===== src/rtl/philv_imem_loader_if.sv =====
// Byte-stream ingress and instruction-memory write port of the program loader.
// The master side is the host/bench; the slave side is the loader.
interface philv_imem_loader_if #(
  parameter int N      = 32,
  parameter int ADDR_W = 8
);
  logic              s_valid;
  logic [7:0]        s_data;
  logic              s_ready;
  logic              imem_we;
  logic [ADDR_W-1:0] imem_addr;
  logic [N-1:0]      imem_wdata;

  modport master (
    output s_valid, s_data,
    input  s_ready, imem_we, imem_addr, imem_wdata
  );

  modport slave (
    input  s_valid, s_data,
    output s_ready, imem_we, imem_addr, imem_wdata
  );
endinterface


===== src/rtl/philv_imem_loader.sv =====
// Loads a length-prefixed, XOR-checksummed little-endian word image into
// instruction memory and holds the core in reset until the image verifies.
module philv_imem_loader #(
  parameter int N      = 32,
  parameter int ADDR_W = 8
) (
  input  logic                clk,
  input  logic                rstb,
  philv_imem_loader_if.slave  bus,
  output logic                core_hold,
  output logic                load_done,
  output logic                load_err,
  output logic [ADDR_W:0]     words_loaded
);

  typedef enum logic [2:0] {HDR, LOAD, CSUM, DONE, ERR} state_e;

  localparam logic [N-1:0]  CAP = {{(N-ADDR_W-1){1'b0}}, 1'b1, {ADDR_W{1'b0}}};
  localparam logic [ADDR_W:0] ONE = {{ADDR_W{1'b0}}, 1'b1};

  state_e              state_q, state_d;
  logic [1:0]          cnt_q, cnt_d;
  logic [23:0]         asm_q, asm_d;
  logic [ADDR_W:0]     len_q, len_d;
  logic [ADDR_W:0]     idx_q, idx_d;
  logic [N-1:0]        csum_q, csum_d;
  logic                we_q, we_d;
  logic [ADDR_W-1:0]   addr_q, addr_d;
  logic [N-1:0]        wdata_q, wdata_d;

  logic                accept;
  logic                word_done;
  logic [N-1:0]        word;

  assign accept    = bus.s_valid && bus.s_ready;
  assign word_done = accept && (cnt_q == 2'd3);
  // Byte 3 arrives on the bus, so the complete word is available in the accepting cycle.
  assign word      = {bus.s_data, asm_q};

  always_ff @(posedge clk) begin
    if (rstb) state_q <= HDR;
    else      state_q <= state_d;
  end

  always_ff @(posedge clk) begin
    if (rstb) begin
      cnt_q   <= '0;
      asm_q   <= '0;
      len_q   <= '0;
      idx_q   <= '0;
      csum_q  <= '0;
      we_q    <= 1'b0;
      addr_q  <= '0;
      wdata_q <= '0;
    end else begin
      cnt_q   <= cnt_d;
      asm_q   <= asm_d;
      len_q   <= len_d;
      idx_q   <= idx_d;
      csum_q  <= csum_d;
      we_q    <= we_d;
      addr_q  <= addr_d;
      wdata_q <= wdata_d;
    end
  end

  always_comb begin
    state_d = state_q;
    case (state_q)
      HDR: if (word_done) begin
        if (word == '0 || word > CAP) state_d = ERR;
        else                          state_d = LOAD;
      end
      LOAD: if (word_done && (idx_q + ONE == len_q)) state_d = CSUM;
      CSUM: if (word_done) state_d = (word == csum_q) ? DONE : ERR;
      default: state_d = state_q;
    endcase
  end

  always_comb begin
    cnt_d   = cnt_q;
    asm_d   = asm_q;
    len_d   = len_q;
    idx_d   = idx_q;
    csum_d  = csum_q;
    we_d    = 1'b0;
    addr_d  = addr_q;
    wdata_d = wdata_q;
    if (accept) begin
      cnt_d = cnt_q + 2'd1;
      case (cnt_q)
        2'd0:    asm_d[7:0]   = bus.s_data;
        2'd1:    asm_d[15:8]  = bus.s_data;
        2'd2:    asm_d[23:16] = bus.s_data;
        default: asm_d        = asm_q;
      endcase
    end
    if (word_done && state_q == HDR) len_d = word[ADDR_W:0];
    if (word_done && state_q == LOAD) begin
      we_d    = 1'b1;
      addr_d  = idx_q[ADDR_W-1:0];
      wdata_d = word;
      csum_d  = csum_q ^ word;
      idx_d   = idx_q + ONE;
    end
  end

  always_comb begin
    bus.s_ready    = !rstb && (state_q == HDR || state_q == LOAD || state_q == CSUM);
    bus.imem_we    = we_q;
    bus.imem_addr  = addr_q;
    bus.imem_wdata = wdata_q;
    load_done      = (state_q == DONE);
    load_err       = (state_q == ERR);
    core_hold      = (state_q != DONE);
    words_loaded   = idx_q;
  end

endmodule


===== src/flat_wrapper.sv =====
// flat-port wrapper written by rule: the top's interface ports become plain ports
module philv_imem_loader_flat 
#(
  parameter int N      = 32,
  parameter int ADDR_W = 8
)
  (clk, rstb, core_hold, load_done, load_err, words_loaded, bus_s_valid, bus_s_data, bus_s_ready, bus_imem_we, bus_imem_addr, bus_imem_wdata);
  philv_imem_loader_if #(.N(N), .ADDR_W(ADDR_W)) bus_i ();
  input  logic clk;
  input  logic rstb;
  output logic core_hold;
  output logic load_done;
  output logic load_err;
  output logic [ADDR_W:0] words_loaded;
  input wire logic [$bits(bus_i.s_valid)-1:0] bus_s_valid;
  input wire logic [$bits(bus_i.s_data)-1:0] bus_s_data;
  output wire logic [$bits(bus_i.s_ready)-1:0] bus_s_ready;
  output wire logic [$bits(bus_i.imem_we)-1:0] bus_imem_we;
  output wire logic [$bits(bus_i.imem_addr)-1:0] bus_imem_addr;
  output wire logic [$bits(bus_i.imem_wdata)-1:0] bus_imem_wdata;
  assign bus_i.s_valid = bus_s_valid;
  assign bus_i.s_data = bus_s_data;
  assign bus_s_ready = bus_i.s_ready;
  assign bus_imem_we = bus_i.imem_we;
  assign bus_imem_addr = bus_i.imem_addr;
  assign bus_imem_wdata = bus_i.imem_wdata;
  philv_imem_loader #(.N(N), .ADDR_W(ADDR_W)) u_core (.clk(clk), .rstb(rstb), .bus(bus_i), .core_hold(core_hold), .load_done(load_done), .load_err(load_err), .words_loaded(words_loaded));
endmodule

===== config.mk =====
export PLATFORM = sky130hd
export DESIGN_NAME = philv_imem_loader_flat
export DESIGN_NICKNAME = d
export VERILOG_FILES = /design/src/rtl/philv_imem_loader_if.sv /design/src/rtl/philv_imem_loader.sv /design/src/flat_wrapper.sv
export SDC_FILE = /design/constraint.sdc
export NUM_CORES = 1
export LEC_CHECK = 0
export CAP_MARGIN = 40
export CORE_UTILIZATION = 50
export CTS_CLUSTER_SIZE = 20
export DETAILED_ROUTE_END_ITERATION = 12
export GPL_TIMING_DRIVEN = 1
export PLACE_DENSITY = 0.73
export SETUP_SLACK_MARGIN = 0.05
export SKIP_CTS_REPAIR_TIMING = 1
export SYNTH_ARGS = -nofsm -noshare
export SYNTH_HDL_FRONTEND = slang
export SYNTH_SLANG_ARGS = --single-unit

===== constraint.sdc =====
create_clock -name clk -period 4.27 [get_ports clk]
set_clock_uncertainty 0.1 [all_clocks]
set_input_delay 1.0675 -clock clk [delete_from_list [all_inputs] [get_ports clk]]
set_output_delay 1.0675 -clock clk [all_outputs]
set_load 0.02 [all_outputs]

==> metrics.log, run 1 <==
INFO  metric cp_top_family = buffers and inverters
INFO  metric drtAntennaViolNets = 0
INFO  metric totalNegativeSetupSlack = 0 ns
INFO  metric final_period_minus_worst_setup_slack = 3.25 ns
INFO  metric slowest_delay = 0.66 ns
INFO  metric worst_ep_required_time = 3.10 ns
INFO  metric num_io_pins = 65
INFO  metric power.combinational.fraction = 0.038
INFO  metric ys_dominant_reg_cell = sky130_fd_sc_hd__dfxtp_1
INFO  metric post_synth_main_area_contributors = sky130_fd_sc_hd__dfxtp_1, sky130_fd_sc_hd__nand2_1, sky130_fd_sc_hd__xor2_1, sky130_fd_sc_hd__a21oi_1, sky130_fd_sc_hd__xnor2_1
INFO  metric synthCells = 594
INFO  metric final_util = 0.647
INFO  metric drc = 0
INFO  metric cp.depth = 3
INFO  metric detailroute.wirelength.met2 = 5.58 mm
INFO  metric worst_setup_path_start_kind = input port
INFO  metric flow.area_growth_from_synthesis = 25.1%
INFO  metric number_of_different_library_cells_in_the_post_synthesis_netlist = 43
INFO  metric synth.yosys.seq_area_share = 0.473
INFO  metric grt_antenna_before_repair = 0
INFO  metric setup_viol_count_final = 0
INFO  metric mappedNetlistNets = 610
INFO  metric timing.max_slew.rel_slack = 0.479
INFO  metric ff2ff_setup_slack = 1.60 ns
INFO  metric detailedRoute.firstPassIterationCount = 5
INFO  metric power.static_leakage = 2.21 nW
INFO  metric cts.clk_slew.worst_paths = 0.06 ns
INFO  metric power_switching_share = 0.206
INFO  metric totalPowerFinal = 2.72 mW
INFO  metric power.net_switching = 0.559 mW
INFO  metric synth.top_cells.by_count = sky130_fd_sc_hd__dfxtp_1, sky130_fd_sc_hd__nand2_1, sky130_fd_sc_hd__a21oi_1, sky130_fd_sc_hd__nor2_1, sky130_fd_sc_hd__xor2_1
INFO  metric ir_drop = 275 uV
INFO  metric grt_setup_unrepaired = no
INFO  metric tritoncts_num_sinks = 120
INFO  metric starting_utilization_of_the_core_area = 0.517
INFO  metric grt_first_pass_wirelength = 19.5 mm
INFO  metric clock_tree_root = sky130_fd_sc_hd__clkbuf_8
INFO  metric n_antenna_cell = 0
INFO  metric cp_slowest_cell = sky130_fd_sc_hd__clkdlybuf4s50_1
INFO  metric final_layout_size_suffix_gt1_frac = 0.0623
INFO  metric synth_largest_area_cell = sky130_fd_sc_hd__dfxtp_1
INFO  metric timing.critical_path.fanout_max = 4
INFO  metric detail_route.wl_per_cell = 15.0 um
INFO  metric tritoncts = built
INFO  metric reg2reg_to = u_core.state_q[0]
INFO  metric fin_crit_sh = 0.761
INFO  metric power-per-cell-area = 428 nW/um^2
INFO  metric reg2regPathDepth = 7
INFO  metric cp_cell_sequence = buf_4 > a211oi_1 > clkdlybuf4s50_1
INFO  metric ctsLongestPathBuffers = 2
INFO  metric worst_setup_path_endpoint = bus_s_ready
INFO  metric buffer_ports.inserted = 64
INFO  metric finish.net_count = 661
INFO  metric totalWireLength = 11.9 mm
INFO  metric share_clk_of_total_power = 0.541
INFO  metric most_frequent_cell_after_synthesis = sky130_fd_sc_hd__dfxtp_1
INFO  metric fp-row-count = 36
INFO  metric critPathArrivalTime = 2.08 ns
INFO  metric die_height = 103 um
INFO  metric syn-cell-area = 5080 sq um
INFO  metric yosys_warnings = 0
INFO  metric worstSetupPathType = input port to primary output
INFO  metric wl_met3 = 631 um
INFO  metric maxCapViolCount = 0
INFO  metric global_route.overflow_total = 0
INFO  metric timing.critical_path.from = rstb
INFO  metric synth_enable_flop_cells = 0
INFO  metric run_status = finished clean
INFO  metric floorplan.die.width = 103 um
INFO  metric design.die.area = 10600 sq um
INFO  metric worst_hold_path_type = flop to flop
INFO  metric worstReg2RegStart = u_core.words_loaded[0]
INFO  metric tightestPinTransition = 0.781 ns
INFO  metric grt_start_max_net_pins = 68
INFO  metric htree_num_levels = 4
INFO  metric core_ar = 9820 sq um
INFO  metric drt_first_iter_violations = 243
INFO  metric path_buf_inv = 2
INFO  metric total_via_count_after_detailed_routing = 4184
INFO  metric clk-insertion-delay-late = 0.52 ns
INFO  metric maxClockFrequency = 0.308 GHz
INFO  metric drt-met1-wl = 5.49 mm
INFO  metric post_drt_via_cell_ratio = 5.29
INFO  metric worst_setup_path_end_kind = primary output
INFO  metric final-hold-violation-count = 0
INFO  metric avgSynthCellArea = 8.55 sq um
INFO  metric grt_util_all_layers = 0.244
INFO  metric cell_internal_pwr = 2.16 mW
INFO  metric dr.max_layer_used = met4
INFO  metric vias_in_the_first_global_route = 4023
INFO  metric ys_seq_elements = 120
INFO  metric pwr-share-seq = 0.421
INFO  metric final_max_slew_viol_count = 0
INFO  metric cts-buffers-inserted = 17
INFO  metric hpwlAfterDp = 7.95 mm
INFO  metric ys_async_sr_fraction = 0
INFO  metric weighted_congestion_reported_at_the_end_of_routability_driven_placement = 0.877
INFO  metric synth_top_area_frac = 0.473
==> kinds of logic (layout without fill, tap and decap cells) <==
family,Yosys count,after routing,synth area share
multiplexers,9,9,0.0177
XOR/XNOR,85,85,0.147
AO/OA/AOI/OAI,87,87,0.0947
adder cells (fa/ha/maj),5,5,0.0123
flip-flops,120,120,0.473
AND/OR/NAND/NOR,243,243,0.213
buffers and inverters,45,109,0.0424
==> area by class of cell <==
class                   instances  area [sq um]
clock buffers                  24           470
clock inverters                 8           143
fillers                       847          3470
inverters                       8          35.0
multi-input cells             429          2460
flip-flops and latches        120          2400
well taps                     133           166
repair buffers                 69           676
==> flip-flops by register name, indices dropped and copies added (netlist names), 2 cells and up <==
register and flops:
u_core.cnt_q 2, u_core.state_q 3, u_core.asm_q 24, u_core.words_loaded 9
u_core.len_q 9, u_core.bus.imem_wdata 32, u_core.csum_q 32, u_core.bus.imem_addr 8
==> layer usage <==
layer	global-route usage	up-vias
li1	-	2082
met1	0.319	1952
met2	0.394	130
met3	0.0576	20
met4	0.0899	0
met5	0	-
==> how the worst min path moves through the flow <==
| stage | startpoint | slack (ns) | depth (start not counted) | endpoint |
|---|---|---|---|---|
| after floorplan | u_core.asm_q[11] | 0.37 | 2 | u_core.asm_q[11] |
| after global placement | u_core.bus.imem_addr[4] | 0.34 | 2 | u_core.bus.imem_addr[4] |
| after detailed placement | u_core.bus.imem_wdata[20] | 0.35 | 2 | u_core.bus.imem_wdata[20] |
| after CTS | u_core.bus.imem_wdata[20] | 0.36 | 2 | u_core.bus.imem_wdata[20] |
| after global routing | u_core.bus.imem_wdata[16] | 0.37 | 2 | u_core.bus.imem_wdata[16] |
| final | u_core.bus.imem_wdata[16] | 0.35 | 2 | u_core.bus.imem_wdata[16] |
==> worst reg2reg max path, cell delays in order (launching register included) <==
cell,delay [ns]
sky130_fd_sc_hd__dfxtp_1,0.56
sky130_fd_sc_hd__ha_1,0.51
sky130_fd_sc_hd__nand3b_1,0.14
sky130_fd_sc_hd__a221oi_1,0.42
sky130_fd_sc_hd__o211ai_1,0.17
sky130_fd_sc_hd__o31ai_1,0.33
sky130_fd_sc_hd__nand3_1,0.15
sky130_fd_sc_hd__o21a_1,0.20
==> cells in the final DEF, fill, tap and decap left out, drive strengths merged, types with 3 or more instances in the layout <==
master / n
clkinv: 4
nor2: 54
ha: 5
xnor2: 38
clkdlybuf4s50: 63
xor2: 47
mux2i: 9
nand3: 31
dfxtp: 120
nand2: 118
clkbuf: 24
nand4: 11
inv: 7
buf: 6
a21oi: 70
bufinv: 4
o211ai: 3
nor4: 9
nor3: 6
==> per-stage QoR <==
stage | std cells | area (sq um) | hold WS, ns | worst slack, ns
after CTS | 791 | 6350 | 0.357 | 1.01
after detailed placement | 759 | 5740 | 0.348 | 0.888
after floorplan | 594 | 5080 | 0.374 | 1.48
final | 791 | 6350 | 0.354 | 1.02
after global placement | 759 | 5740 | 0.345 | 0.932
after global routing | 791 | 6350 | 0.374 | 0.973
==> power groups by stage <==
stage / Combinational, mW / Sequential, mW / Clock [mW]
detailed placement: 0.0996 / 1.17 / 0
floorplan: 0.0651 / 1.16 / 0
CTS: 0.101 / 1.14 / 1.48
global route: 0.112 / 1.14 / 1.53
finish: 0.103 / 1.14 / 1.47
global placement: 0.0987 / 1.17 / 0
No activity file was read; power rests on OpenSTA's default activity.
==> inputs of run 2 (changes only) <==
==> constraint.sdc (replaced) <==
create_clock -name clk -period 3.1 [get_ports clk]
set_clock_uncertainty 0.1 [all_clocks]
set_input_delay 0.775 -clock clk [delete_from_list [all_inputs] [get_ports clk]]
set_output_delay 0.775 -clock clk [all_outputs]
set_load 0.02 [all_outputs]
==> metrics.log, run 2 (synthesis gave the netlist of run 1 again) <==
INFO  metric run_status = finished clean (unchanged)
INFO  metric setup_viol_count_final = 0 (unchanged)
INFO  metric worst_ep_required_time = 2.22 ns (was 3.10 ns)
INFO  metric cts-buffers-inserted = 17 (unchanged)
INFO  metric global_route.overflow_total = 0 (unchanged)
INFO  metric ctsLongestPathBuffers = 2 (unchanged)
INFO  metric final-hold-violation-count = 0 (unchanged)
INFO  metric vias_in_the_first_global_route = 3989 (was 4023)
INFO  metric critPathArrivalTime = 1.86 ns (was 2.08 ns)
INFO  metric detailedRoute.firstPassIterationCount = 5 (unchanged)
INFO  metric final_max_slew_viol_count = 0 (unchanged)
INFO  metric power-per-cell-area = 562 nW/um^2 (was 428 nW/um^2)
INFO  metric post_drt_via_cell_ratio = 5.35 (was 5.29)
INFO  metric final_util = 0.651 (was 0.647)
INFO  metric flow.area_growth_from_synthesis = 25.9% (was 25.1%)
INFO  metric grt_setup_unrepaired = no (unchanged)
INFO  metric dp_area = 5820 sq um (was 5740 sq um)
INFO  metric floorplan.die.width = 103 um (unchanged)
INFO  metric fin_crit_sh = 0.884
INFO  metric timing.max_slew.rel_slack = 0.563 (was 0.479)
INFO  metric tritoncts_num_sinks = 120 (unchanged)
INFO  metric starting_utilization_of_the_core_area = 0.517 (unchanged)
INFO  metric instances_no_fill = 798 (was 791)
INFO  metric tightestPinTransition = 0.655 ns (was 0.781 ns)
INFO  metric worst_hold_path_type = flop to flop (unchanged)
INFO  metric ir_drop = 408 uV (was 275 uV)
INFO  metric fp-row-count = 36 (unchanged)
INFO  metric clock_tree_root = sky130_fd_sc_hd__clkbuf_8 (unchanged)
INFO  metric grt_busiest_layer = met2 (unchanged)
INFO  metric final_layout_size_suffix_gt1_frac = 0.0782 (was 0.0623)
INFO  metric area_used_by_multi_input_combinational_logic = 2460 sq um (unchanged)
INFO  metric power.static_leakage = 2.22 nW (was 2.21 nW)
INFO  metric htree_num_levels = 4 (unchanged)
INFO  metric detail_route.wl_per_cell = 15.2 um (was 15.0 um)
INFO  metric design.die.area = 10600 sq um (unchanged)
INFO  metric worstSetupPathType = flop to primary output (was input port to primary output)
INFO  metric grt_antenna_before_repair = 0 (unchanged)
INFO  metric dp.cells = 766 (was 759)
INFO  metric core_ar = 9820 sq um (unchanged)
INFO  metric drc = 0 (unchanged)
INFO  metric worst_setup_path_start_kind = flop (was input port)
INFO  metric grt_start_max_net_pins = 65 (was 68)
INFO  metric buffer_ports.inserted = 64 (unchanged)
INFO  metric worst_setup_path_end_kind = primary output (unchanged)
INFO  metric grtUsageMet2 = 0.389 (was 0.394)
INFO  metric totalWireLength = 12.2 mm (was 11.9 mm)
INFO  metric drtAntennaViolNets = 0 (unchanged)
INFO  metric num_io_pins = 65 (unchanged)
INFO  metric maxCapViolCount = 0 (unchanged)
INFO  metric grt_util_all_layers = 0.244 (about the same)
INFO  metric final_cell_area = 6390 sq um (was 6350 sq um)
INFO  metric timing.critical_path.fanout_max = 10 (was 4)
INFO  metric final.setup.worst_slack = 0.360 ns (was 1.02 ns)
INFO  metric detailedPlace.worstSlack = 0.106 ns (was 0.888 ns)
INFO  metric weighted_congestion_reported_at_the_end_of_routability_driven_placement = 0.905 (was 0.877)
INFO  metric final_period_minus_worst_setup_slack = 2.74 ns
INFO  metric total_via_count_after_detailed_routing = 4272 (was 4184)
INFO  metric final_common_cell = sky130_fd_sc_hd__dfxtp_1 (unchanged)
INFO  metric layout.cells.most_common_list = sky130_fd_sc_hd__dfxtp_1, sky130_fd_sc_hd__nand2_1, sky130_fd_sc_hd__a21oi_1 (unchanged)
INFO  metric fraction_of_met3_tracks_used_by_global_routing = 0.0515 (was 0.0576)
INFO  metric die_height = 103 um (unchanged)
INFO  metric grt_use_met1 = 0.326 (was 0.319)
INFO  metric cts.clk_slew.worst_paths = 0.06 ns (about the same)
INFO  metric maxClockFrequency = 0.365 GHz
INFO  metric tritoncts = built (unchanged)
INFO  metric drt_first_iter_violations = 279 (was 243)
INFO  metric hpwlAfterDp = 8.14 mm (was 7.95 mm)
INFO  metric n_antenna_cell = 0 (unchanged)
INFO  metric final-seq-area = 2400 sq um (unchanged)
INFO  metric totalNegativeSetupSlack = 0 ns (unchanged)
INFO  metric finish.net_count = 668 (was 661)
INFO  metric clk-insertion-delay-late = 0.51 ns (was 0.52 ns)
INFO  metric final.fill_count = 831 (was 847)
INFO  metric grt_first_pass_wirelength = 19.6 mm (was 19.5 mm)
[run 2: final cells by class]
cell class / instances / share of cell area
clock buffers: 17 / 0.0648
clock inverters: 15 / 0.0241
inverters: 8 / 0.00548
multi-input cells: 429 / 0.385
flip-flops and latches: 120 / 0.376
well taps: 133 / 0.0260
repair buffers: 76 / 0.119
[run 2: through the flow]
stage / total power [mW] / hold slack, ns
floorplan: 1.69 / 0.374
global placement: 1.75 / 0.345
detailed placement: 1.75 / 0.347
CTS: 3.61 / 0.355
global route: 3.69 / 0.371
finish: 3.59 / 0.352
[run 2: path summary, 6_finish.rpt]
| path | startpoint | to | slack, ns | cells after the start |
|---|---|---|---|---|
| hold reg to reg | u_core.bus.imem_wdata[5] | u_core.bus.imem_wdata[5] | 0.35 | 2 |
| hold / removal | u_core.bus.imem_wdata[5] | u_core.bus.imem_wdata[5] | 0.35 | 2 |
| setup / recovery | u_core.state_q[0] | load_done | 0.36 | 3 |
| setup reg to reg | u_core.words_loaded[0] | u_core.state_q[0] | 0.50 | 7 |
[run 2: critical path, cell delays in order (launching register included)]
cell and delay, ns:
sky130_fd_sc_hd__dfxtp_1 0.53, sky130_fd_sc_hd__nand3_1 0.14, sky130_fd_sc_hd__inv_1 0.08, sky130_fd_sc_hd__clkdlybuf4s50_1 0.59
[run 2: power by group]
part           switching (mW)  total (mW)  internal [mW]
registers              0.0186        1.57           1.56
clock network           0.727        1.87           1.14
logic                  0.0952       0.152         0.0566
[run 2: per-layer routing]
| metal | vias to the layer above | share of wire |
|---|---|---|
| li1 | 2092 | - |
| met1 | 1997 | 0.46 |
| met2 | 159 | 0.46 |
| met3 | 24 | 0.064 |
| met4 | 0 | 0.015 |
| met5 | - | 0 |
==> inputs of run 3 (changes only) <==
--- a/config.mk
+++ b/config.mk
@@ -5,6 +5,7 @@
 export SDC_FILE = /design/constraint.sdc
 export NUM_CORES = 1
 export LEC_CHECK = 0
+export ABC_CLOCK_PERIOD_IN_PS = 3500
 export CAP_MARGIN = 40
 export CORE_UTILIZATION = 50
 export CTS_CLUSTER_SIZE = 20
==> constraint.sdc (replaced) <==
create_clock -name clk -period 3.5 [get_ports clk]
set_clock_uncertainty 0.1 [all_clocks]
set_input_delay 0.875 -clock clk [delete_from_list [all_inputs] [get_ports clk]]
set_output_delay 0.875 -clock clk [all_outputs]
set_load 0.02 [all_outputs]
==> metrics.log, run 3 (synthesis gave the netlist of run 1 again) <==
INFO  metric htree_num_levels = 4 (unchanged)
INFO  metric final-seq-area = 2400 sq um (unchanged)
INFO  metric global_route.overflow_total = 0 (unchanged)
INFO  metric clk-insertion-delay-late = 0.51 ns (about the same)
INFO  metric hpwlAfterDp = 7.93 mm (was 8.14 mm)
INFO  metric floorplan.die.width = 103 um (unchanged)
INFO  metric instances_no_fill = 796 (was 798)
INFO  metric grt_setup_unrepaired = no (unchanged)
INFO  metric power.static_leakage = 2.23 nW (was 2.22 nW)
INFO  metric final_util = 0.653 (was 0.651)
INFO  metric worst_ep_required_time = 2.52 ns (was 2.22 ns)
INFO  metric area_used_by_multi_input_combinational_logic = 2460 sq um (unchanged)
INFO  metric timing.critical_path.fanout_max = 4 (was 10)
INFO  metric totalWireLength = 11.9 mm (was 12.2 mm)
INFO  metric cts.clk_slew.worst_paths = 0.05 ns (was 0.06 ns)
INFO  metric run_status = finished clean (unchanged)
INFO  metric vias_in_the_first_global_route = 3789 (was 3989)
INFO  metric reg2regPathDepth = 7 (unchanged)
INFO  metric fp-row-count = 36 (unchanged)
INFO  metric dp.cells = 765 (was 766)
INFO  metric clock_tree_root = sky130_fd_sc_hd__clkbuf_8 (unchanged)
INFO  metric drc = 0 (unchanged)
INFO  metric setup_viol_count_final = 0 (unchanged)
INFO  metric layout.cells.most_common_list = sky130_fd_sc_hd__dfxtp_1, sky130_fd_sc_hd__nand2_1, sky130_fd_sc_hd__a21oi_1 (unchanged)
INFO  metric die_height = 103 um (unchanged)
INFO  metric worst_setup_path_end_kind = primary output (unchanged)
INFO  metric post_drt_via_cell_ratio = 5.25 (was 5.35)
INFO  metric tritoncts_num_sinks = 120 (unchanged)
INFO  metric tritoncts = built (unchanged)
INFO  metric detailedPlace.worstSlack = 0.393 ns (was 0.106 ns)
INFO  metric starting_utilization_of_the_core_area = 0.517 (unchanged)
INFO  metric ir_drop = 310 uV (was 408 uV)
INFO  metric num_io_pins = 65 (unchanged)
INFO  metric final_max_slew_viol_count = 0 (unchanged)
INFO  metric detail_route.wl_per_cell = 14.9 um (was 15.2 um)
INFO  metric finish.net_count = 667 (was 668)
INFO  metric n_antenna_cell = 0 (unchanged)
INFO  metric final-hold-violation-count = 0 (unchanged)
INFO  metric detailedRoute.firstPassIterationCount = 6 (was 5)
INFO  metric drtAntennaViolNets = 0 (unchanged)
INFO  metric total_via_count_after_detailed_routing = 4181 (was 4272)
INFO  metric totalNegativeSetupSlack = 0 ns (unchanged)
INFO  metric timing.max_slew.rel_slack = 0.672 (was 0.563)
INFO  metric flow.area_growth_from_synthesis = 26.3% (was 25.9%)
INFO  metric worst_hold_path_type = flop to flop (unchanged)
INFO  metric grt_util_all_layers = 0.236 (was 0.244)
INFO  metric final_period_minus_worst_setup_slack = 2.90 ns
INFO  metric final.setup.worst_slack = 0.596 ns (was 0.360 ns)
INFO  metric grt_start_max_net_pins = 82 (was 65)
INFO  metric final_common_cell = sky130_fd_sc_hd__dfxtp_1 (unchanged)
INFO  metric fin_crit_sh = 0.830
INFO  metric worstSetupPathType = input port to primary output (was flop to primary output)
INFO  metric power-per-cell-area = 513 nW/um^2 (was 562 nW/um^2)
INFO  metric buffer_ports.inserted = 64 (unchanged)
INFO  metric cts-buffers-inserted = 17 (unchanged)
INFO  metric ctsLongestPathBuffers = 2 (unchanged)
INFO  metric final.fill_count = 847 (was 831)
INFO  metric grt_antenna_before_repair = 0 (unchanged)
INFO  metric tightestPinTransition = 0.488 ns (was 0.655 ns)
INFO  metric critPathArrivalTime = 1.93 ns (was 1.86 ns)
INFO  metric grt_first_pass_wirelength = 18.7 mm (was 19.6 mm)
INFO  metric worstHoldPathCells = 2 (unchanged)
INFO  metric worst_setup_path_start_kind = input port (was flop)
INFO  metric final_layout_size_suffix_gt1_frac = 0.0709 (was 0.0782)
INFO  metric core_ar = 9820 sq um (unchanged)
INFO  metric design.die.area = 10600 sq um (unchanged)
INFO  metric maxClockFrequency = 0.344 GHz
INFO  metric maxCapViolCount = 0 (unchanged)
INFO  metric weighted_congestion_reported_at_the_end_of_routability_driven_placement = 0.842 (was 0.905)
INFO  metric drt_first_iter_violations = 229 (was 279)
-- run 3: cell count changes in the layout (fill, tap and decap cells not counted) --
cell / previous run / this run
sky130_fd_sc_hd__clkbuf_8: 1 / 6
sky130_fd_sc_hd__clkinv_2: 4 / 0
sky130_fd_sc_hd__clkbuf_1: 0 / 3
sky130_fd_sc_hd__clkinv_4: 4 / 1
sky130_fd_sc_hd__inv_6: 2 / 0
sky130_fd_sc_hd__buf_12: 1 / 0
sky130_fd_sc_hd__bufinv_16: 2 / 3
sky130_fd_sc_hd__clkinvlp_4: 4 / 3
-- run 3: path summary, 6_finish.rpt --
check / from / end / slack, ns
setup / recovery: rstb / bus_s_ready / 0.60
hold / removal: u_core.bus.imem_wdata[1] / u_core.bus.imem_wdata[1] / 0.35
hold reg to reg: u_core.bus.imem_wdata[1] / u_core.bus.imem_wdata[1] / 0.35
setup reg to reg: u_core.words_loaded[0] / u_core.state_q[0] / 0.90
-- run 3: final cells by class --
| type | instances | share of cell area |
|---|---|---|
| sequential | 120 | 0.375 |
| timing repair buffer | 75 | 0.116 |
| clock buffer | 25 | 0.0771 |
| clock inverter | 6 | 0.0176 |
| tap | 133 | 0.0260 |
| multi-input combinational | 429 | 0.384 |
| inverter | 8 | 0.00547 |
-- run 3: routing by layer --
layer / GRT usage / up-vias / routed length, um
met3: 0.0678 / 17 / 746
met2: 0.357 / 133 / 5520
met4: 0.0834 / 0 / 192
met1: 0.323 / 1936 / 5420
met5: 0 / - / 0
li1: - / 2095 / -
-- run 3: power breakdown --
group / switching (mW) / internal, mW / leakage [nW] / total (mW)
clock: 0.588 / 1.18 / 0.287 / 1.76
combinational: 0.0820 / 0.0499 / 0.978 / 0.132
sequential: 0.0167 / 1.38 / 0.967 / 1.39
total: 0.687 / 2.60 / 2.23 / 3.29
-- run 3: metrics by stage --
stage | instance area, sq um | power (mW) | hold slack (ns)
global placement | 5780 | 1.55 | 0.344
CTS | 6410 | 3.30 | 0.354
finish | 6410 | 3.29 | 0.353
global route | 6410 | 3.39 | 0.366
detailed placement | 5800 | 1.55 | 0.346
floorplan | 5080 | 1.50 | 0.374
-- run 3: worst max-delay path, stage by stage --
cell and delay (ns):
sky130_fd_sc_hd__buf_4 0.13, sky130_fd_sc_hd__a211oi_1 0.26, sky130_fd_sc_hd__clkdlybuf4s50_1 0.66
